--- src/rtl/instr_enc.sv ---
// instr_enc - MSP430 instruction encoder.
//
// Takes one decoded instruction as fields and emits its 1-3 word machine
// encoding (opcode word, then the source and destination extension words
// when the addressing modes need them), one word per word_valid/word_ready
// handshake.
//
// Ports:
//   clk, rst             system clock, synchronous active-high reset
//   in_valid / in_ready  request handshake for the field inputs
//   fmt, op, reg_SA, reg_DA, As, Ad, BW, src_ext, dst_ext, jmp_off
//                        decoded instruction fields, latched on accept
//   MDB_in, word_valid / word_ready
//                        encoded output word and its handshake
//   word_first, word_last, instr_len
//                        position of the current word and the total word count
//   err                  one-cycle pulse after an illegal request was dropped
module instr_enc (
    input  logic        clk,
    input  logic        rst,
    input  logic        in_valid,
    output logic        in_ready,
    input  logic [1:0]  fmt,
    input  logic [3:0]  op,
    input  logic [3:0]  reg_SA,
    input  logic [3:0]  reg_DA,
    input  logic [1:0]  As,
    input  logic        Ad,
    input  logic        BW,
    input  logic [15:0] src_ext,
    input  logic [15:0] dst_ext,
    input  logic [9:0]  jmp_off,
    output logic [15:0] MDB_in,
    output logic        word_valid,
    input  logic        word_ready,
    output logic        word_first,
    output logic        word_last,
    output logic [1:0]  instr_len,
    output logic        err
);

    localparam logic [1:0] IDLE = 2'd0;
    localparam logic [1:0] OPW  = 2'd1;
    localparam logic [1:0] SRCW = 2'd2;
    localparam logic [1:0] DSTW = 2'd3;

    logic [1:0]  state_r;
    logic [15:0] mdb_r;
    logic        valid_r;
    logic        first_r;
    logic        last_r;
    logic [1:0]  len_r;
    logic        err_r;
    logic        in_ready_r;
    logic [15:0] src_ext_r;
    logic [15:0] dst_ext_r;
    logic        src_need_r;

    logic [15:0] opword_s;
    logic        src_need_s;
    logic        dst_need_s;
    logic        illegal_s;
    logic        src_mode_s;
    logic [1:0]  len_s;
    logic        accept_s;
    logic        handshake_s;

    // Indexed/symbolic/absolute (As=01, not R3) and immediate (@PC+) carry a
    // source extension word; the constant-generator encodings never do.
    assign src_mode_s  = ((As == 2'b01) && (reg_SA != 4'd3)) ||
                         ((As == 2'b11) && (reg_SA == 4'd0));
    assign len_s       = 2'd1 + {1'b0, src_need_s} + {1'b0, dst_need_s};
    assign accept_s    = in_valid && in_ready_r;
    assign handshake_s = valid_r && word_ready;

    // Decode the live request fields into opcode word, extension needs and legality.
    always_comb begin
        opword_s   = 16'h0000;
        src_need_s = 1'b0;
        dst_need_s = 1'b0;
        illegal_s  = 1'b0;
        case (fmt)
            2'd1: begin
                if (op < 4'd4) begin
                    illegal_s = 1'b1;
                end else begin
                    opword_s   = {op, reg_SA, Ad, BW, As, reg_DA};
                    src_need_s = src_mode_s;
                    dst_need_s = Ad;
                end
            end
            2'd2: begin
                if (op[2:0] == 3'd7) begin
                    illegal_s = 1'b1;
                end else if (op[2:0] == 3'd6) begin
                    // RETI has a fixed encoding regardless of the other fields.
                    opword_s = 16'h1300;
                end else begin
                    opword_s   = {6'b000100, op[2:0], BW, As, reg_SA};
                    src_need_s = src_mode_s;
                end
            end
            2'd3: begin
                opword_s = {3'b001, op[2:0], jmp_off};
            end
            default: begin
                illegal_s = 1'b1;
            end
        endcase
    end

    // Request capture, word sequencing and all registered outputs.
    always_ff @(posedge clk) begin
        if (rst) begin
            state_r    <= IDLE;
            mdb_r      <= 16'h0000;
            valid_r    <= 1'b0;
            first_r    <= 1'b0;
            last_r     <= 1'b0;
            len_r      <= 2'd0;
            err_r      <= 1'b0;
            in_ready_r <= 1'b0;
            src_ext_r  <= 16'h0000;
            dst_ext_r  <= 16'h0000;
            src_need_r <= 1'b0;
        end else begin
            err_r <= 1'b0;
            case (state_r)
                IDLE: begin
                    if (accept_s && !illegal_s) begin
                        state_r    <= OPW;
                        in_ready_r <= 1'b0;
                        valid_r    <= 1'b1;
                        first_r    <= 1'b1;
                        last_r     <= (len_s == 2'd1);
                        len_r      <= len_s;
                        mdb_r      <= opword_s;
                        src_ext_r  <= src_ext;
                        dst_ext_r  <= dst_ext;
                        src_need_r <= src_need_s;
                    end else begin
                        // Illegal requests are swallowed here; stay ready.
                        err_r      <= accept_s;
                        in_ready_r <= 1'b1;
                    end
                end
                OPW, SRCW, DSTW: begin
                    if (handshake_s && last_r) begin
                        state_r    <= IDLE;
                        in_ready_r <= 1'b1;
                        valid_r    <= 1'b0;
                        first_r    <= 1'b0;
                        last_r     <= 1'b0;
                        len_r      <= 2'd0;
                        mdb_r      <= 16'h0000;
                    end else if (handshake_s) begin
                        first_r <= 1'b0;
                        // Not the last word, so a destination word always follows SRCW,
                        // and OPW goes to SRCW only when a source word exists.
                        if ((state_r == OPW) && src_need_r) begin
                            state_r <= SRCW;
                            mdb_r   <= src_ext_r;
                            last_r  <= (len_r == 2'd2);
                        end else begin
                            state_r <= DSTW;
                            mdb_r   <= dst_ext_r;
                            last_r  <= 1'b1;
                        end
                    end else begin
                        state_r <= state_r;
                    end
                end
                default: begin
                    state_r    <= IDLE;
                    in_ready_r <= 1'b1;
                    valid_r    <= 1'b0;
                end
            endcase
        end
    end

    assign in_ready   = in_ready_r;
    assign MDB_in     = mdb_r;
    assign word_valid = valid_r;
    assign word_first = first_r;
    assign word_last  = last_r;
    assign instr_len  = len_r;
    assign err        = err_r;

endmodule

--- config.mk ---
export PLATFORM = sky130hd
export DESIGN_NAME = instr_enc
export DESIGN_NICKNAME = d
export VERILOG_FILES = /design/src/rtl/instr_enc.sv
export SDC_FILE = /design/constraint.sdc
export NUM_CORES = 1
export LEC_CHECK = 0
export ABC_AREA = 1
export CORE_UTILIZATION = 50
export CTS_CLUSTER_SIZE = 24
export DETAILED_ROUTE_END_ITERATION = 8
export PLACE_DENSITY_LB_ADDON = 0.1
export SLEW_MARGIN = 40
export SYNTH_ARGS = -nofsm -noshare
export SYNTH_HDL_FRONTEND = slang
export SYNTH_SLANG_ARGS = --single-unit
--- constraint.sdc ---
create_clock -name clk -period 4.2 [get_ports clk]
set_clock_uncertainty 0.05 [all_clocks]
set_input_delay 0.63 -clock clk [delete_from_list [all_inputs] [get_ports clk]]
set_output_delay 0.63 -clock clk [all_outputs]
set_load 0.01 [all_outputs]
==> key figures <==
Layout
  • Layout Nets: 514
  • Area grow syn2layout: 37.9%
  • Ant diodes: 0
  • Filler cells: 447
  • Fin area: 3790 um^2
  • Reg area: 1160 um^2
  • Non-filler instance count after layout: 521
  • Share of layout cells above drive strength 1: 0.0665
  • Area of the multi-input gates: 1340 um^2

Route
  • Initial DRC Count: 206
  • WL/cell: 14.1 um
  • Pre-antenna DRT Iters: 7
  • Vias per inst: 5.36
  • Routed Antenna Nets: 0
  • Drc violations: 0
  • Final wirelength: 7340 um
  • Via count: 2791

Synthesis
  • Xor and xnor area share after synthesis: 0
  • Yosys Warn Count: 0
  • Number of synthesized register bits: 58
  • Cell taking the most area after synthesis: dfxtp_1
  • Ranking of synthesized cells by area: dfxtp_1 42%, nand2_1 11%, a21oi_1 6.4%
  • Average size of a mapped cell: 7.56 um^2
  • Cells after Synth: 364
  • Syn nets: 432
  • Adder-Cell Fraction of Synth Area: 0.0182
  • Post-synthesis simple-gate area fraction: 0.238
  • Mux share of post-synthesis cell area: 0
  • Yosys top cell area share: 0.422
  • Main combinational cell family by area after synthesis: simple AND/OR/NAND/NOR gates
  • Compound-Gate Fraction of Synth Area: 0.231
  • Mapped Area: 2750 um^2
  • Register area share after synthesis: 0.422
  • Synth unique cells: 33

Floorplan
  • Effective utilization at floorplan: 0.528
  • Chip Width: 76.2 um
  • Cell Rows: 26
  • Total core area: 5200 um^2
  • Die Y: 76.2 um
  • Ports: 87
  • DIE AREA: 5800 um^2

Critical path
  • Critical Path Start Type: primary input
  • CP max stage delay: 0.51 ns
  • CP endpoint kind: register
  • Slowest cell on crit path: clkdlybuf4s50_1
  • CP arrival: 2.56 ns
  • Crit-path cells: clkdlybuf4s50_1, inv_1, ha_1, nor2_1, nand3_4, inv_4, nand2_8, nand2_4, inv_2, a22o_1
  • Crit path kind: in -> reg
  • Worst endpoint required time: 4.37 ns
  • Crit path max fanout: 20

STA
  • Fin crit period: 2.40 ns
  • Fin crit share: 0.571
  • RSZ-0062 raised after global routing: false
  • Max Clock Freq: 417 MHz
  • Rel. slew slack: 0.622
  • Pins over their slew limit: 0
  • Setup_tns: 0 ns
  • Final setup vio count: 0
  • Final Hold Vio Count: 0
  • Tightest Pin Transition: 0.567 ns

Clocking
  • CTS Buf Count: 9
  • Worst-path clk slew: 0.06 ns
  • Clock Root Buffer: clkbuf_8
  • Cts hold-fix bufs: 0
  • CTS HTree Levels: 3
  • Sink Count: 58
  • Clk buf depth: 2
  • Worst skew pair latency: 0.33 ns
  • Resize count post-CTS: 0
  • CTS tree: yes
  • Setup bufs post-CTS: 0

Placement
  • GP Congestion: 0.869
  • # port buffers: 86
  • DPL Wire Length: 5270 um
  • Area after DPL: 3600 um^2
  • DP Cell Count: 505

Power and ir drop
  • PwrDens: 358 nW/um^2
  • Maximum VDD drop: 227 uV
  • Total leakage power: 1.50 nW

Status
  • Outcome: completed

Global route
  • Largest net degree at the start of global routing: 35
  • GRT Resource Usage Total: 0.254
  • Vias in the first global route: 2431
  • Initial antenna violation count: 0
  • First-pass GRT wire length: 11600 um
  • GRT overflow: 0

Min path
  • Worst min-delay path category: reg -> reg

Run
  • Max-cap viol count: 0
==> routing by layer <==
metal  up-vias  routed length [um]  track usage
met2       140                3210        0.385
met1      1255                3390        0.350
li1       1381                   -            -
met5         -                   0            0
met4         0                 110       0.0808
met3        15                 634       0.0695
==> sequential cells by signal, indices dropped and copies added (netlist names) <==
signal / count
MDB_in: 16
dst_ext_r: 16
err: 1
in_ready: 1
instr_len: 2
src_ext_r: 16
src_need_r: 1
state_r: 2
word_first: 1
word_last: 1
word_valid: 1
==> Yosys cell counts, drive strengths merged <==
master  instances
nand3          13
o31ai           1
clkbuf          3
ha              4
a22o           12
inv            35
a21boi          1
nor4            1
nand2          86
dfxtp          58
o22ai           1
a21oi          35
o21ai          53
nor2           35
buf            13
a22oi           9
nor3            2
nand4           2
==> cell families after synthesis <==
family                   Yosys count
AO/OA/AOI/OAI                    112
adder cells (fa/ha/maj)            4
AND/OR/NAND/NOR                  139
flip-flops                        58
buffers and inverters             51
==> critical path: cells and delay by family <==
| kind | cells | cell delay (ns) |
|---|---|---|
| buf+inv | 4 | 0.88 |
| simple gates | 4 | 0.56 |
| fa+ha+maj | 1 | 0.26 |
| compound gates | 1 | 0.23 |
==> power breakdown <==
| part | total (W) | leakage (nW) | internal [W] | switching [W] |
|---|---|---|---|---|
| Clock | 0.000516 | 0.101 | 0.000306 | 0.000210 |
| Sequential | 0.000600 | 0.472 | 0.000583 | 0.0000173 |
| Combinational | 0.000241 | 0.932 | 0.000120 | 0.000120 |
| Total | 0.00136 | 1.50 | 0.00101 | 0.000348 |
==> through the flow <==
| stage | power (W) | setup WS, ns | hold WS (ns) | utilization |
|---|---|---|---|---|
| 2_1_floorplan | 0.000734 | 2.27 | 0.364 | - |
| 3_3_place_gp | 0.000845 | 1.53 | 0.375 | 0.691 |
| 3_5_place_dp | 0.000850 | 1.45 | 0.378 | 0.691 |
| 4_1_cts | 0.00136 | 1.79 | 0.394 | 0.729 |
| 5_1_grt | 0.00142 | 1.64 | 0.411 | 0.729 |
| 6_report | 0.00136 | 1.80 | 0.392 | 0.729 |
==> final cells by class <==
cell class / instances / share of cell area
repair buffers: 87 / 0.229
multi-input cells: 255 / 0.353
clock inverters: 2 / 0.00923
clock buffers: 14 / 0.0429
flip-flops and latches: 58 / 0.306
well taps: 70 / 0.0231
inverters: 35 / 0.0366
==> worst paths after layout <==
check                    start       endpoint  slack [ns]  depth (start not counted)
setup reg to reg    state_r[0]     MDB_in[13]        2.31                          5
hold reg to reg   src_ext_r[7]   src_ext_r[7]        0.39                          2
hold / removal    src_ext_r[7]   src_ext_r[7]        0.39                          2
setup / recovery        fmt[0]  src_ext_r[13]        1.80                         10
==> layout by cell type (no fill, tap or decap) <==
cell type and count:
a21oi_1 35, inv_6 1, inv_4 1, clkdlybuf4s50_1 86, clkbuf_1 3, nor3_1 1
a22o_1 12, nor2_8 1, nor2_4 1, ha_1 4, nor2_2 2, nand3_4 1
nor3_4 1, nand2_1 81, clkinv_2 1, o21ai_1 19, nand2_8 2, buf_4 1
inv_1 31, nor4_1 1, nand4_1 2, nand2_2 1, o22ai_1 1, o21ai_0 34
o31ai_1 1, inv_2 2, nand2_4 2, nand3_2 1, a21boi_1 1, a22oi_1 9
nand3_1 11, dfxtp_1 58, clkbuf_8 11, nor2_1 31, bufinv_16 1
Note: power is estimated with default switching activity, not from simulation.
==> patch 1, RTL diff (same flow settings) <==
Register the output `err` once more, without a reset; this adds one clock of latency there. The other outputs are not delayed to match. Comments in the files are not updated.
--- a/src/rtl/instr_enc.sv
+++ b/src/rtl/instr_enc.sv
@@ -186,5 +186,7 @@
     assign word_last  = last_r;
     assign instr_len  = len_r;
-    assign err        = err_r;
+    always_ff @(posedge clk) begin
+        err <= err_r;
+    end
 
 endmodule
Check against the original RTL: not equivalent (Yosys sat finds a counterexample within 4 cycles, from zero or initial values and one cycle with rst high).
==> patch 1 against the unedited design <==
Area after synthesis grew 0.73%; critical path depth grew 1; hold slack lost 0.10 ns; setup slack gained 0.011 ns; cell area grew 1.8%; power grew 8.1%; routed wire length shrank 1.8%; maximum frequency grew 0.48%; sequential cell count grew 1; utilization grew 1.3 points; critical path type unchanged; critical endpoint is now instr_len[0]$_SDFFE_PP0P_.
==> patch 1: results (changes against the unedited design) <==
CELLS AND AREA
-----------------------------------------------------------------------------------------------
# nets final                                                                                515   was 514
Fraction of layout cells with a size suffix above 1                                       7.30%   was 6.65%

PLACEMENT
-----------------------------------------------------------------------------------------------
DP Cell Count                                                                               506   was 505
DP HPWL                                                                                 5.20 mm   was 5.27 mm
Routability-driven placement congestion ratio                                             0.895   was 0.869

ROUTING
-----------------------------------------------------------------------------------------------
Total vias in the final route                                                              2735   was 2791
Iteration-0 DRC Markers                                                                     167   was 206
Average wire length per cell after detail routing                                       13.8 um   was 14.1 um
DR pass1 iterations                                                                           5   was 7

WORST SETUP PATH
-----------------------------------------------------------------------------------------------
Reg-to-reg setup timing slack                                                           2.23 ns   was 2.31 ns
Kind of cell with the highest combined delay on the critical path                  simple AND/OR/NAND/NOR gates   was buffers and inverters
Delay contributed by the slowest stage of the critical path                             0.45 ns   was 0.51 ns
Max Fanout on Critical Path                                                                  12   was 20
Data arrival time at the worst-slack endpoint                                           2.60 ns   was 2.56 ns

GLOBAL ROUTE
-----------------------------------------------------------------------------------------------
Via count of the first global-routing pass                                                 2555   was 2431
First-pass GRT wire length                                                              11.9 mm   was 11.6 mm
Global route total overflow                                                                   0   unchanged
Total track usage                                                                         26.0%   was 25.4%

LOGIC SYNTHESIS
-----------------------------------------------------------------------------------------------
Synthesized net count                                                                       433   was 432
Commonest cells in the netlist                                                     nand2_1 (81), dfxtp_1 (59), a21oi_1 (35)   was nand2_1 (81), dfxtp_1 (58), a21oi_1 (35)
Fraction of the mapped netlist area in compound gates                                     22.9%   was 23.1%
Sequential fraction of the synthesis area                                                 42.6%   was 42.2%
Post-synthesis xor/xnor area fraction                                                        0%   unchanged
Fraction of the mapped netlist area in adder cells                                        1.81%   was 1.82%
Async set-reset flop share out of synthesis                                                  0%   unchanged
Synthesized instance count                                                                  365   was 364

CLOCKING
-----------------------------------------------------------------------------------------------
Post-CTS setup repair buffer count                                                            0   unchanged
Clock input transition at the sequential cells of the worst setup and hold paths        0.07 ns

STA
-----------------------------------------------------------------------------------------------
Hold Worst Slack                                                                       0.290 ns   was 0.392 ns

POWER AND IR DROP
-----------------------------------------------------------------------------------------------
Maximum vdd ir drop                                                                  0.000281 V   was 0.000227 V
Standby leakage power                                                                   1.53 nW   was 1.50 nW
Switching power as a share of total power                                                 24.2%   was 25.6%

OUTCOME
-----------------------------------------------------------------------------------------------
Run status                                                                         complete, no violations   unchanged

==> patch 1: cell count changes after synthesis <==
cell,change
dfxtp_1,+1
==> patch 1: power by group through the flow <==
stage,combinational [W],sequential [W],clock [W]
floorplan,0.000118,0.000626,0
global placement,0.000234,0.000621,0
detailed placement,0.000237,0.000622,0
CTS,0.000239,0.000610,0.000620
global route,0.000262,0.000614,0.000649
finish,0.000239,0.000611,0.000616
==> patch 1: area by class of cell <==
type	count	area [um2]
tap	70	87.6
clock inverter	3	67.6
inverter	35	139
clock buffer	13	179
timing repair buffer	87	868
multi-input combinational	255	1340
fill	415	1340
sequential	59	1180
==> patch 1: logic make-up (layout without fill, tap and decap cells) <==
group,Yosys count,count (layout)
compound gates,112,112
buf+inv,51,138
simple gates,139,139
fa+ha+maj,4,4
flops,59,59
==> patch 1: final timing paths <==
path / depth (start not counted) / endpoint / from
worst max register to register: 5 / MDB_in[15]$_SDFFE_PP0P_ / state_r[0]$_SDFFE_PP0P_
worst min register to register: 0 / err$_DFF_P_ / err_r$_SDFF_PP0_
worst max-delay path: 11 / instr_len[0]$_SDFFE_PP0P_ / fmt[1]
worst min-delay path: 0 / err$_DFF_P_ / err_r$_SDFF_PP0_
==> patch 1: metrics by stage <==
stage          setup WS (ns)  total power [W]  utilization (%)  instance area [um2]
3_3_place_gp            1.54         0.000856             69.5                 3620
6_report                1.82          0.00147             74.2                 3860
4_1_cts                 1.85          0.00147             74.2                 3860
2_1_floorplan           2.27         0.000744                -                 2770
3_5_place_dp            1.49         0.000860             69.5                 3620
5_1_grt                 1.60          0.00152             74.2                 3860
==> patch 1: per-layer routing <==
layer	up-vias	track usage (%)	routed length, um
li1	1378	-	-
met1	1229	35.3	3370
met2	111	39.7	3190
met3	17	5.99	516
met4	0	10.4	136
met5	-	0	0
==> patch 2, RTL diff (config.mk and constraints unchanged) <==
Made on the original files. Make the reset (`rst`) asynchronous in one clocked block. Comments in the files are not updated.
--- a/src/rtl/instr_enc.sv
+++ b/src/rtl/instr_enc.sv
@@ -111,5 +111,5 @@
 
     // Request capture, word sequencing and all registered outputs.
-    always_ff @(posedge clk) begin
+    always_ff @(posedge clk or posedge rst) begin
         if (rst) begin
             state_r    <= IDLE;
Check against the original RTL: differs if rst is asserted again (counterexample within 4 cycles, from zero or initial values and one cycle with rst high); with rst held inactive, the same outputs for 10 cycles.
==> patch 2 against the unedited design <==
Global-route usage grew 3.2 points; cell area grew 6.8%; final cell count grew 6.3%; via count grew 4.8%; non-clock buffer count grew 1; routed wire length grew 12%; sequential cell count is the same; area after synthesis grew 8.9%; setup slack lost 0.31 ns; critical path type unchanged; critical path depth shrank 2.
Power is not compared: it rests on default switching activity, and its combinational part moved more than twofold at a synthesized area within 25%.
==> patch 2: results (changes against the unedited design) <==
STA
--------------------------------------------------------------------------
Max transition margin                                                52.1%   was 62.2%
Hold Worst Slack                                                  0.429 ns   was 0.392 ns
Final WS setup                                                     1.49 ns   was 1.80 ns

CELLS AND AREA
--------------------------------------------------------------------------
Total number of multi-input combinational cells                        292   was 255
Fraction of layout cells with a size suffix above 1                  4.77%   was 6.65%
Fraction of standard cell area in multi-input logic                  32.4%   was 35.3%
Seq/total area                                                       35.8%   was 30.6%
Area used by multi-input combinational logic                      1310 um2   was 1340 um2
Clock-cell share                                                     5.09%   was 5.21%
Non-Clock Inverter Count                                                30   was 35

LOGIC SYNTHESIS
--------------------------------------------------------------------------
Sequential fraction of the synthesis area                            48.5%   was 42.2%
Yosys top cell area share                                            48.5%   was 42.2%
Async set-reset flop share out of synthesis                           100%   was 0%
Commonest cells in the netlist                                nand2_1 (168), dfrtp_1 (58), nand3_1 (37)   was nand2_1 (81), dfxtp_1 (58), a21oi_1 (35)

PLACEMENT
--------------------------------------------------------------------------
DP Cell Count                                                          540   was 505
Routability-driven placement congestion ratio                        0.890   was 0.869
Worst slack at placement                                           1.16 ns   was 1.45 ns
DP HPWL                                                            5.90 mm   was 5.27 mm
Placed cell areas                                                 3840 um2   was 3600 um2

MIN PATH
--------------------------------------------------------------------------
Hold Startpoint                                               src_ext_r[2]$_DFFE_PP0P_   was src_ext_r[7]$_SDFFE_PP0P_

GLOBAL ROUTE
--------------------------------------------------------------------------
First-pass GRT wire length                                         13.3 mm   was 11.6 mm
Via count of the first global-routing pass                            2817   was 2431

ROUTING
--------------------------------------------------------------------------
DR pass1 iterations                                                      5   was 7
Post-detailed-route via-to-cell ratio                                 5.28   was 5.36

WORST SETUP PATH
--------------------------------------------------------------------------
Delay contributed by the slowest stage of the critical path        0.55 ns   was 0.51 ns
Endpoint of the lowest-slack register-to-register path        src_ext_r[10]$_DFFE_PP0P_   was MDB_in[13]$_SDFFE_PP0P_
Source of the worst register-to-register timing path          state_r[1]$_DFFE_PP0P_   was state_r[0]$_SDFFE_PP0P_

OUTCOME
--------------------------------------------------------------------------
Run status                                                    complete, no violations   unchanged

[patch 2: cell count changes after synthesis, sizes merged, moves of 12 or more]
cell   unedited run  this run
a21oi            35        16
a22o             12         0
dfrtp             0        58
dfxtp            58         0
nand2            86       170
nand3            13        38
nor2             35        12
[patch 2: kinds of logic (layout without fill, tap and decap cells)]
group                    Yosys count  count (layout)  synth area share (%)
AND/OR/NAND/NOR                  225             225                  31.2
AO/OA/AOI/OAI                     63              63                  11.0
flip-flops                        58              58                  48.5
buffers and inverters             48             132                  7.69
adder cells (fa/ha/maj)            4               4                  1.67
[patch 2: per-layer routing]
layer / track usage, % / wire length, um / share of wire (%)
met4: 10.5 / 165 / 2.0
met3: 7.20 / 538 / 6.5
met1: 36.3 / 3450 / 42
met5: 0 / 0 / 0
met2: 47.2 / 4100 / 50
[patch 2: tightest hold or removal path: cells and delay by family, from the launching register on]
kind	cells	cell delay [ns]
AND/OR/NAND/NOR	2	0.10
flip-flops	1	0.34
